$ cat src/rtl/fetch_pkg.sv
// rtl/fetch_pkg.sv - shared widths, HALT opcode and FSM state type for the fetch stage
package fetch_pkg;
  localparam int INSTR_W  = 10;
  localparam int ADDR_W   = 8;
  localparam int OPCODE_W = 4;

  localparam logic [OPCODE_W-1:0] HALT_OP = 4'hF;

  typedef enum logic {
    FETCH  = 1'b0,
    HALTED = 1'b1
  } fetch_state_e;

  function automatic logic [OPCODE_W-1:0] opcode_of(input logic [INSTR_W-1:0] instr);
    return instr[INSTR_W-1 -: OPCODE_W];
  endfunction
endpackage

$ cat src/rtl/pc_counter.sv
// rtl/pc_counter.sv - program counter register; branch load wins over sequential increment
module pc_counter
  import fetch_pkg::*;
#(
  parameter logic [ADDR_W-1:0] RESET_PC = '0
) (
  input  logic              clk,
  input  logic              resetn,
  input  logic              load,
  input  logic [ADDR_W-1:0] load_addr,
  input  logic              inc,
  output logic [ADDR_W-1:0] pc
);
  logic [ADDR_W-1:0] pc_d;
  logic [ADDR_W-1:0] pc_q;

  always_comb begin
    pc_d = pc_q;
    if (load) begin
      pc_d = load_addr;
    end else if (inc) begin
      pc_d = pc_q + 1'b1;
    end
  end

  always_ff @(posedge clk) begin
    if (!resetn) begin
      pc_q <= RESET_PC;
    end else begin
      pc_q <= pc_d;
    end
  end

  assign pc = pc_q;
endmodule

$ cat src/rtl/instr_fetch.sv
// rtl/instr_fetch.sv - instruction fetch stage with single-entry output buffer, branch flush and HALT stop
module instr_fetch
  import fetch_pkg::*;
#(
  parameter logic [ADDR_W-1:0]   RESET_PC    = 8'h00,
  parameter logic [OPCODE_W-1:0] HALT_OPCODE = HALT_OP
) (
  input  logic               Clock,
  input  logic               Reset_n,
  output logic [ADDR_W-1:0]  MemAddr,
  output logic               MemReq,
  input  logic [INSTR_W-1:0] MemData,
  input  logic               MemReady,
  input  logic               Stall,
  input  logic               BranchTaken,
  input  logic [ADDR_W-1:0]  BranchTarget,
  output logic [INSTR_W-1:0] Instruction,
  output logic [ADDR_W-1:0]  InstrPC,
  output logic               InstrValid,
  output logic               Halted
);
  fetch_state_e       state_q, state_d;
  logic [INSTR_W-1:0] instr_q, instr_d;
  logic [ADDR_W-1:0]  instr_pc_q, instr_pc_d;
  logic               valid_q, valid_d;
  logic               halted_q, halted_d;

  logic [ADDR_W-1:0]  pc;
  logic               in_fetch;
  logic               branch;
  logic               fetch_done;
  logic               consume;

  assign in_fetch   = (state_q == FETCH);
  assign branch     = in_fetch && BranchTaken;
  // A request is only issued when the buffer is empty or being drained this cycle.
  assign MemReq     = in_fetch && (!valid_q || !Stall) && !BranchTaken;
  assign fetch_done = MemReq && MemReady;
  assign consume    = valid_q && !Stall;

  always_comb begin
    state_d    = state_q;
    instr_d    = instr_q;
    instr_pc_d = instr_pc_q;
    valid_d    = valid_q;
    halted_d   = halted_q;
    if (branch) begin
      valid_d = 1'b0;
    end else if (fetch_done) begin
      instr_d    = MemData;
      instr_pc_d = pc;
      valid_d    = 1'b1;
      if (opcode_of(MemData) == HALT_OPCODE) begin
        halted_d = 1'b1;
        state_d  = HALTED;
      end
    end else if (consume) begin
      valid_d = 1'b0;
    end
  end

  always_ff @(posedge Clock) begin
    if (!Reset_n) begin
      state_q    <= FETCH;
      instr_q    <= '0;
      instr_pc_q <= '0;
      valid_q    <= 1'b0;
      halted_q   <= 1'b0;
    end else begin
      state_q    <= state_d;
      instr_q    <= instr_d;
      instr_pc_q <= instr_pc_d;
      valid_q    <= valid_d;
      halted_q   <= halted_d;
    end
  end

  pc_counter #(
    .RESET_PC (RESET_PC)
  ) u_pc_counter (
    .clk       (Clock),
    .resetn    (Reset_n),
    .load      (branch),
    .load_addr (BranchTarget),
    .inc       (fetch_done),
    .pc        (pc)
  );

  assign MemAddr     = pc;
  assign Instruction = instr_q;
  assign InstrPC     = instr_pc_q;
  assign InstrValid  = valid_q;
  assign Halted      = halted_q;
endmodule

$ cat config.mk
export PLATFORM = sky130hd
export DESIGN_NAME = instr_fetch
export DESIGN_NICKNAME = d
export VERILOG_FILES = /design/src/rtl/fetch_pkg.sv /design/src/rtl/pc_counter.sv /design/src/rtl/instr_fetch.sv
export SDC_FILE = /design/constraint.sdc
export NUM_CORES = 1
export LEC_CHECK = 0
export ABC_AREA = 0
export CAP_MARGIN = 20
export CORE_MARGIN = 8
export CORE_UTILIZATION = 44
export CTS_CLUSTER_DIAMETER = 100
export DETAILED_ROUTE_END_ITERATION = 10
export GPL_TIMING_DRIVEN = 0
export PLACE_DENSITY = 0.83
export SYNTH_ARGS = -nofsm -noshare
export SYNTH_HDL_FRONTEND = slang
export SYNTH_SLANG_ARGS = --single-unit
export TNS_END_PERCENT = 1
$ cat constraint.sdc
create_clock -name Clock -period 2.6 [get_ports Clock]
set_clock_uncertainty 0.15 [all_clocks]
set_input_delay 0.39 -clock Clock [delete_from_list [all_inputs] [get_ports Clock]]
set_output_delay 0.39 -clock Clock [all_outputs]
set_load 0.01 [all_outputs]
==> results_dict.tcl, run 1 <==
set metrics [dict create \
    post-route-period-util 0.917 \
    hold_viol 0 \
    num_rows 19 \
    arrival_ps 1840 \
    endpoint_kind "output port" \
    cts_root_buf "clkbuf_4" \
    synth_seq_cells 28 \
    avgSynthCellArea_sq_um 8.57 \
    setup_violations 0 \
    synth_cell_type_count 25 \
    synth_cells 139 \
    wl_per_cell_um 14.9 \
    rr_endpoint "u_pc_counter.pc[1]" \
    cts_sinks 28 \
    hold_end "InstrPC[1]" \
    routed_wl_um 3320 \
    overflow 0 \
    cts_resized 0 \
    reg2reg_setup_slack_ps 940 \
    total_power_uw 802 \
    cts_tree "done" \
    critPathMaxFanout 6 \
    start_util 0.447 \
    hp-start "Reset_n" \
    core_region_area_sq_um 2660 \
    ios 52 \
    via_count 1110 \
    num_antenna_cells 0 \
    relSlewSlack 0.674 \
    worstSkewPairLatency_ps 310 \
    required_ps 2060 \
    syn_area_sq_um 1190 \
    die_w_um 68.0 \
    hold_class "input port to register" \
    io_buffers 50 \
    drt_pass1_iterations 4 \
    die_h_um 68.0 \
    synth_nets 163 \
    drtIter0Drc 57 \
    min_path_cells 2 \
    grt_pass1_wl_um 5140 \
    reg2regPathDepth 6 \
    die-area_sq_um 4630 \
    critPathKind "input port to output port" \
    grt_pass1_vias 1143 \
    tns_ps 0 \
    postCtsSetupBuffers 0 \
    nNetsFinal 218 \
    numCtsBuffers 3 \
    layout_min_cycle_time_ps 2380 \
    ant_nets 0 \
    startpoint_type "input port" \
    drv_cap 0 \
    tightest_slew_ps 489 \
    power.density_nw_per_um2 458 \
    final_common_cell "clkdlybuf4s50_1" \
    areaGrowthSynthToFinish_pct 47.2 \
    clk_pin_slew_ps 140 \
    max_freq_ghz 0.419 \
    antenna_found_initial 0 \
    post-dp-hpwl_um 2710 \
    slew_violations 0 \
    clockBufferDepth 2 \
    gp_congestion 0.801 \
    mostFrequentLayoutCells "clkdlybuf4s50_1, nand2_1, dfxtp_1, a21boi_1, o21ai_0" \
    route.detailed.drc 0 \
    vdd_drop_max_v 0.000367 \
    fin_util 0.658 \
    fill_cells 239 \
    r2r-start "InstrValid" \
    cts_hold_buf 0 \
    htree_levels 1 \
    ys_seq_area_frac 0.471 \
    via_per_inst 4.98 \
    drive_above_1_share 0.0521 \
    p_leak_nw 0.620 \
    rsz0062_at_grt "false" \
    grt_max_degree 15 \
    grt_use_total 0.144 \
    synth_warnings 0 \
    status "finished clean" \
]
-- metal layers --
layer	share of wire	vias up	global-route usage	wire [um]
li1	-	574	-	-
met1	0.38	504	0.144	1260
met2	0.55	28	0.275	1820
met3	0.063	4	0.0442	208
met4	0.011	0	0.0460	35
met5	0	-	0	0
-- cells in the mapped netlist --
| master | instances | area, sq um |
|---|---|---|
| a21boi_1 | 11 | 82.6 |
| clkbuf_1 | 6 | 22.5 |
| and2_4 | 1 | 8.76 |
| nand3_1 | 3 | 15.0 |
| nand4_1 | 2 | 12.5 |
| dfxtp_1 | 28 | 561 |
| inv_4 | 1 | 6.26 |
| o21a_1 | 1 | 7.51 |
| a21oi_1 | 7 | 35.0 |
| ha_1 | 1 | 12.5 |
| buf_8 | 1 | 15.0 |
| a211o_4 | 1 | 17.5 |
| o21ai_0 | 8 | 40.0 |
| xnor2_1 | 4 | 35.0 |
| nor2_1 | 1 | 3.75 |
| xor2_1 | 3 | 26.3 |
| a21boi_0 | 7 | 52.6 |
| buf_4 | 1 | 7.51 |
| and3_1 | 2 | 12.5 |
| nor4_4 | 1 | 21.3 |
| nand2_1 | 44 | 165 |
| nor3_1 | 2 | 10.0 |
| a21oi_2 | 1 | 8.76 |
| a31oi_1 | 1 | 6.26 |
| nand2b_1 | 1 | 6.26 |
-- kinds of logic (layout without fill, tap and decap cells) --
family                     Yosys count  in the layout  share of synthesized area
and+or+nand+nor                     57             57                      0.214
AOI/OAI and AO/OA                   37             37                      0.210
adders and majority gates            1              1                     0.0105
xor gates and xnor gates             7              7                     0.0515
DFF                                 28             28                      0.471
buffers and inverters                9             62                     0.0431
-- final cells by class --
class	count	area, sq um	share of cell area
tap	31	38.8	0.0221
multi-input combinational	102	579	0.330
sequential	28	561	0.320
clock buffer	3	22.5	0.0128
timing repair buffer	50	500	0.286
inverter	1	6.26	0.00357
buffer	8	45.0	0.0257
-- how the worst max path moves through the flow --
stage	startpoint	to	cells after the start	slack, ps
final	Stall	MemReq	4	220
after global routing	Stall	MemReq	4	180
after CTS	Stall	MemReq	4	210
after detailed placement	Stall	MemReq	4	220
after global placement	Stall	MemReq	4	220
after floorplan	Stall	u_pc_counter.pc[0]	6	1040
-- power by group --
part | switching [mW] | internal (mW) | leakage, nW
Sequential | 0.0197 | 0.450 | 0.229
Combinational | 0.0704 | 0.0936 | 0.377
Clock | 0.114 | 0.0541 | 0.0138
Total | 0.204 | 0.598 | 0.620
-- registers in the layout, indices dropped and copies added (netlist names) --
register,count
u_pc_counter.pc,8
InstrPC,8
Halted,1
InstrValid,1
Instruction,10
-- critical path, cell delays in order --
cell,delay [ps]
clkdlybuf4s50_1,440
a211o_4,390
inv_4,90
clkdlybuf4s50_1,540
-- per-stage QoR --
| stage | cell area, sq um | hold WS [ps] | setup slack [ps] | cells |
|---|---|---|---|---|
| after detailed placement | 1730 | 302 | 224 | 220 |
| final | 1750 | 304 | 215 | 223 |
| after global routing | 1750 | 330 | 175 | 223 |
| after floorplan | 1190 | 329 | 1040 | 139 |
| after CTS | 1750 | 297 | 212 | 223 |
| after global placement | 1730 | 292 | 221 | 220 |
Note: power is estimated with default switching activity, not from simulation.
==> inputs of run 2 (changes only) <==
--- a/config.mk
+++ b/config.mk
@@ -13,7 +13,7 @@
 export DETAILED_ROUTE_END_ITERATION = 10
 export GPL_TIMING_DRIVEN = 0
-export PLACE_DENSITY = 0.83
+export PLACE_DENSITY_LB_ADDON = 0.05
 export SYNTH_ARGS = -nofsm -noshare
 export SYNTH_HDL_FRONTEND = slang
 export SYNTH_SLANG_ARGS = --single-unit
-export TNS_END_PERCENT = 1
+export TNS_END_PERCENT = 5
==> constraint.sdc (replaced) <==
create_clock -name Clock -period 2.6 [get_ports Clock]
set_clock_uncertainty 0.15 [all_clocks]
set_input_delay 0.78 -clock Clock [delete_from_list [all_inputs] [get_ports Clock]]
set_output_delay 0.78 -clock Clock [all_outputs]
set_load 0.01 [all_outputs]
==> run 2 against run 1 <==
  * Hold slack gained 8.4 ps
  * Sequential share of layout area decreased by 0.54 points
  * Worst setup slack worse by 140 ps
  * Flip-flop and latch count unchanged
  * Die area unchanged
  * Non-clock buffer count increased by 1
  * Critical path depth unchanged
  * Via count grew 2.9%
  * Critical path type unchanged
  * Critical endpoint unchanged
  * Largest power group unchanged
  * Highest routed layer unchanged
==> results_dict.tcl, run 2 (synthesized netlist as in run 1, its figures left out) <==
set metrics [dict create \
    total_power_uw 913 \
    rr_endpoint "u_pc_counter.pc[1]" \
    stdcell_area_sq_um 1780 \
    endpoint_kind "output port" \
    dpl.cell_count 220 \
    post-dp-hpwl_um 2440 \
    drive_above_1_share 0.0670 \
    ios 52 \
    clk_pin_slew_ps 150 \
    num_antenna_cells 0 \
    ant_nets 0 \
    largest_reg_flops 10 \
    route.detailed.drc 0 \
    grt_max_degree 17 \
    io_buffers 50 \
    via_per_inst 5.08 \
    critPathKind "input port to output port" \
    via_count 1142 \
    switching_share 0.234 \
    grt_use_total 0.133 \
    tns_ps 0 \
    cts_tree "done" \
    p_comb_frac 0.178 \
    gp_congestion 0.829 \
    fin_util 0.670 \
    areaGrowthSynthToFinish_pct 49.7 \
    fill_cells 227 \
    layout_min_cycle_time_ps 2520 \
    p_leak_nw 0.642 \
    rsz0062_at_grt "false" \
    power_frac_seq 0.515 \
    hold_end "Instruction[4]" \
    core_region_area_sq_um 2660 \
    vdd_drop_max_v 0.000279 \
    overflow 0 \
    grt_pass1_wl_um 4800 \
    dpl_cell_area_sq_um 1730 \
    startpoint_type "input port" \
    max_freq_ghz 0.397 \
    hold_class "register to register" \
    numCtsBuffers 3 \
    finalNonFillerCells 225 \
    antenna_found_initial 0 \
    htree_levels 1 \
    pre_cts_ws_ps -559 \
    post-route-period-util 0.970 \
    routed_wl_um 3200 \
    die_h_um 68.0 \
    cts_hold_buf 0 \
    hold_viol 0 \
    whs_ps 313 \
    reg2regPathDepth 7 \
    arrival_ps 1590 \
    drv_cap 0 \
    wl_per_cell_um 14.2 \
    grt_pass1_vias 1048 \
    nNetsFinal 219 \
    min_path_cells 2 \
    slew_violations 0 \
    path_buf_inv 3 \
    worstSkewPairLatency_ps 320 \
    required_ps 1670 \
    cp_cell_sequence "dlygate4sd2_1 -> a211o_4 -> inv_4 -> buf_2" \
    clockBufferDepth 2 \
    die-area_sq_um 4630 \
    relSlewSlack 0.676 \
    cts_root_buf "clkbuf_4" \
    critPathMaxFanout 4 \
    slowest_delay_ps 370 \
    layout_setup_ws_ps 78.7 \
    status "finished clean" \
    power.share.clock 0.308 \
    num_rows 19 \
    setup_violations 0 \
    cts_sinks 28 \
    p_sw_uw 214 \
    tightest_slew_ps 486 \
    reg2reg_setup_slack_ps 830 \
    power.density_nw_per_um2 512 \
    final_common_cell "clkdlybuf4s50_1" \
    r2r-start "InstrValid" \
    start_util 0.447 \
    die_w_um 68.0 \
    drtIter0Drc 26 \
    p_int_uw 699 \
    mostFrequentLayoutCells "clkdlybuf4s50_1, nand2_1, dfxtp_1, a21boi_1, o21ai_0" \
    crit_slowest_cell "a211o_4" \
    crit_family "buffers and inverters" \
    drt_pass1_iterations 4 \
    hp-start "Instruction[4]" \
]
[run 2: cell types whose count changed in the layout (fill, tap and decap cells not counted), sizes merged]
cell	change
bufinv	+1
buf	+2
clkdlybuf4s50	-3
dlygate4sd2	+2
[run 2: timing repair]
action / 4_1_cts / 5_1_grt
gates resized for setup: 6 / 0
setup buffers: 1 / 0
setup endpoints to repair: 1 / 0
hold endpoints to repair: 0 / 0
[run 2: worst max-delay path by stage]
stage               slack, ps  depth (start not counted)   from  endpoint
CTS                        80                          4  Stall    MemReq
global placement         -560                          4  Stall    MemReq
finish                     80                          4  Stall    MemReq
global route               50                          4  Stall    MemReq
floorplan                 450                          2  Stall    MemReq
detailed placement       -560                          4  Stall    MemReq
[run 2: power by group through the flow]
stage / Sequential [mW] / Combinational, mW / Clock [mW]
2_1_floorplan: 0.486 / 0.0610 / 0
3_3_place_gp: 0.478 / 0.161 / 0
3_5_place_dp: 0.479 / 0.164 / 0
4_1_cts: 0.470 / 0.164 / 0.289
5_1_grt: 0.473 / 0.176 / 0.305
6_report: 0.470 / 0.162 / 0.281
[run 2: tightest hold or removal path, stage by stage, from the launching register on]
cell and delay [ps]:
dfxtp_1 340, nand2_1 50, a21boi_1 50
[run 2: cell type report]
| cell class | instances | area (sq um) | share of cell area |
|---|---|---|---|
| timing repair buffer | 51 | 500 | 0.281 |
| tap | 31 | 38.8 | 0.0218 |
| inverter | 1 | 6.26 | 0.00351 |
| buffer | 8 | 45.0 | 0.0253 |
| clock inverter | 1 | 30.0 | 0.0168 |
| multi-input combinational | 102 | 579 | 0.325 |
| sequential | 28 | 561 | 0.314 |
| clock buffer | 3 | 22.5 | 0.0126 |
[run 2: metal layers]
metal / share of wire / global-route usage
met3: 0.084 / 0.0393
met2: 0.47 / 0.231
met5: 0 / 0
met1: 0.44 / 0.156
met4: 0.0066 / 0.0332
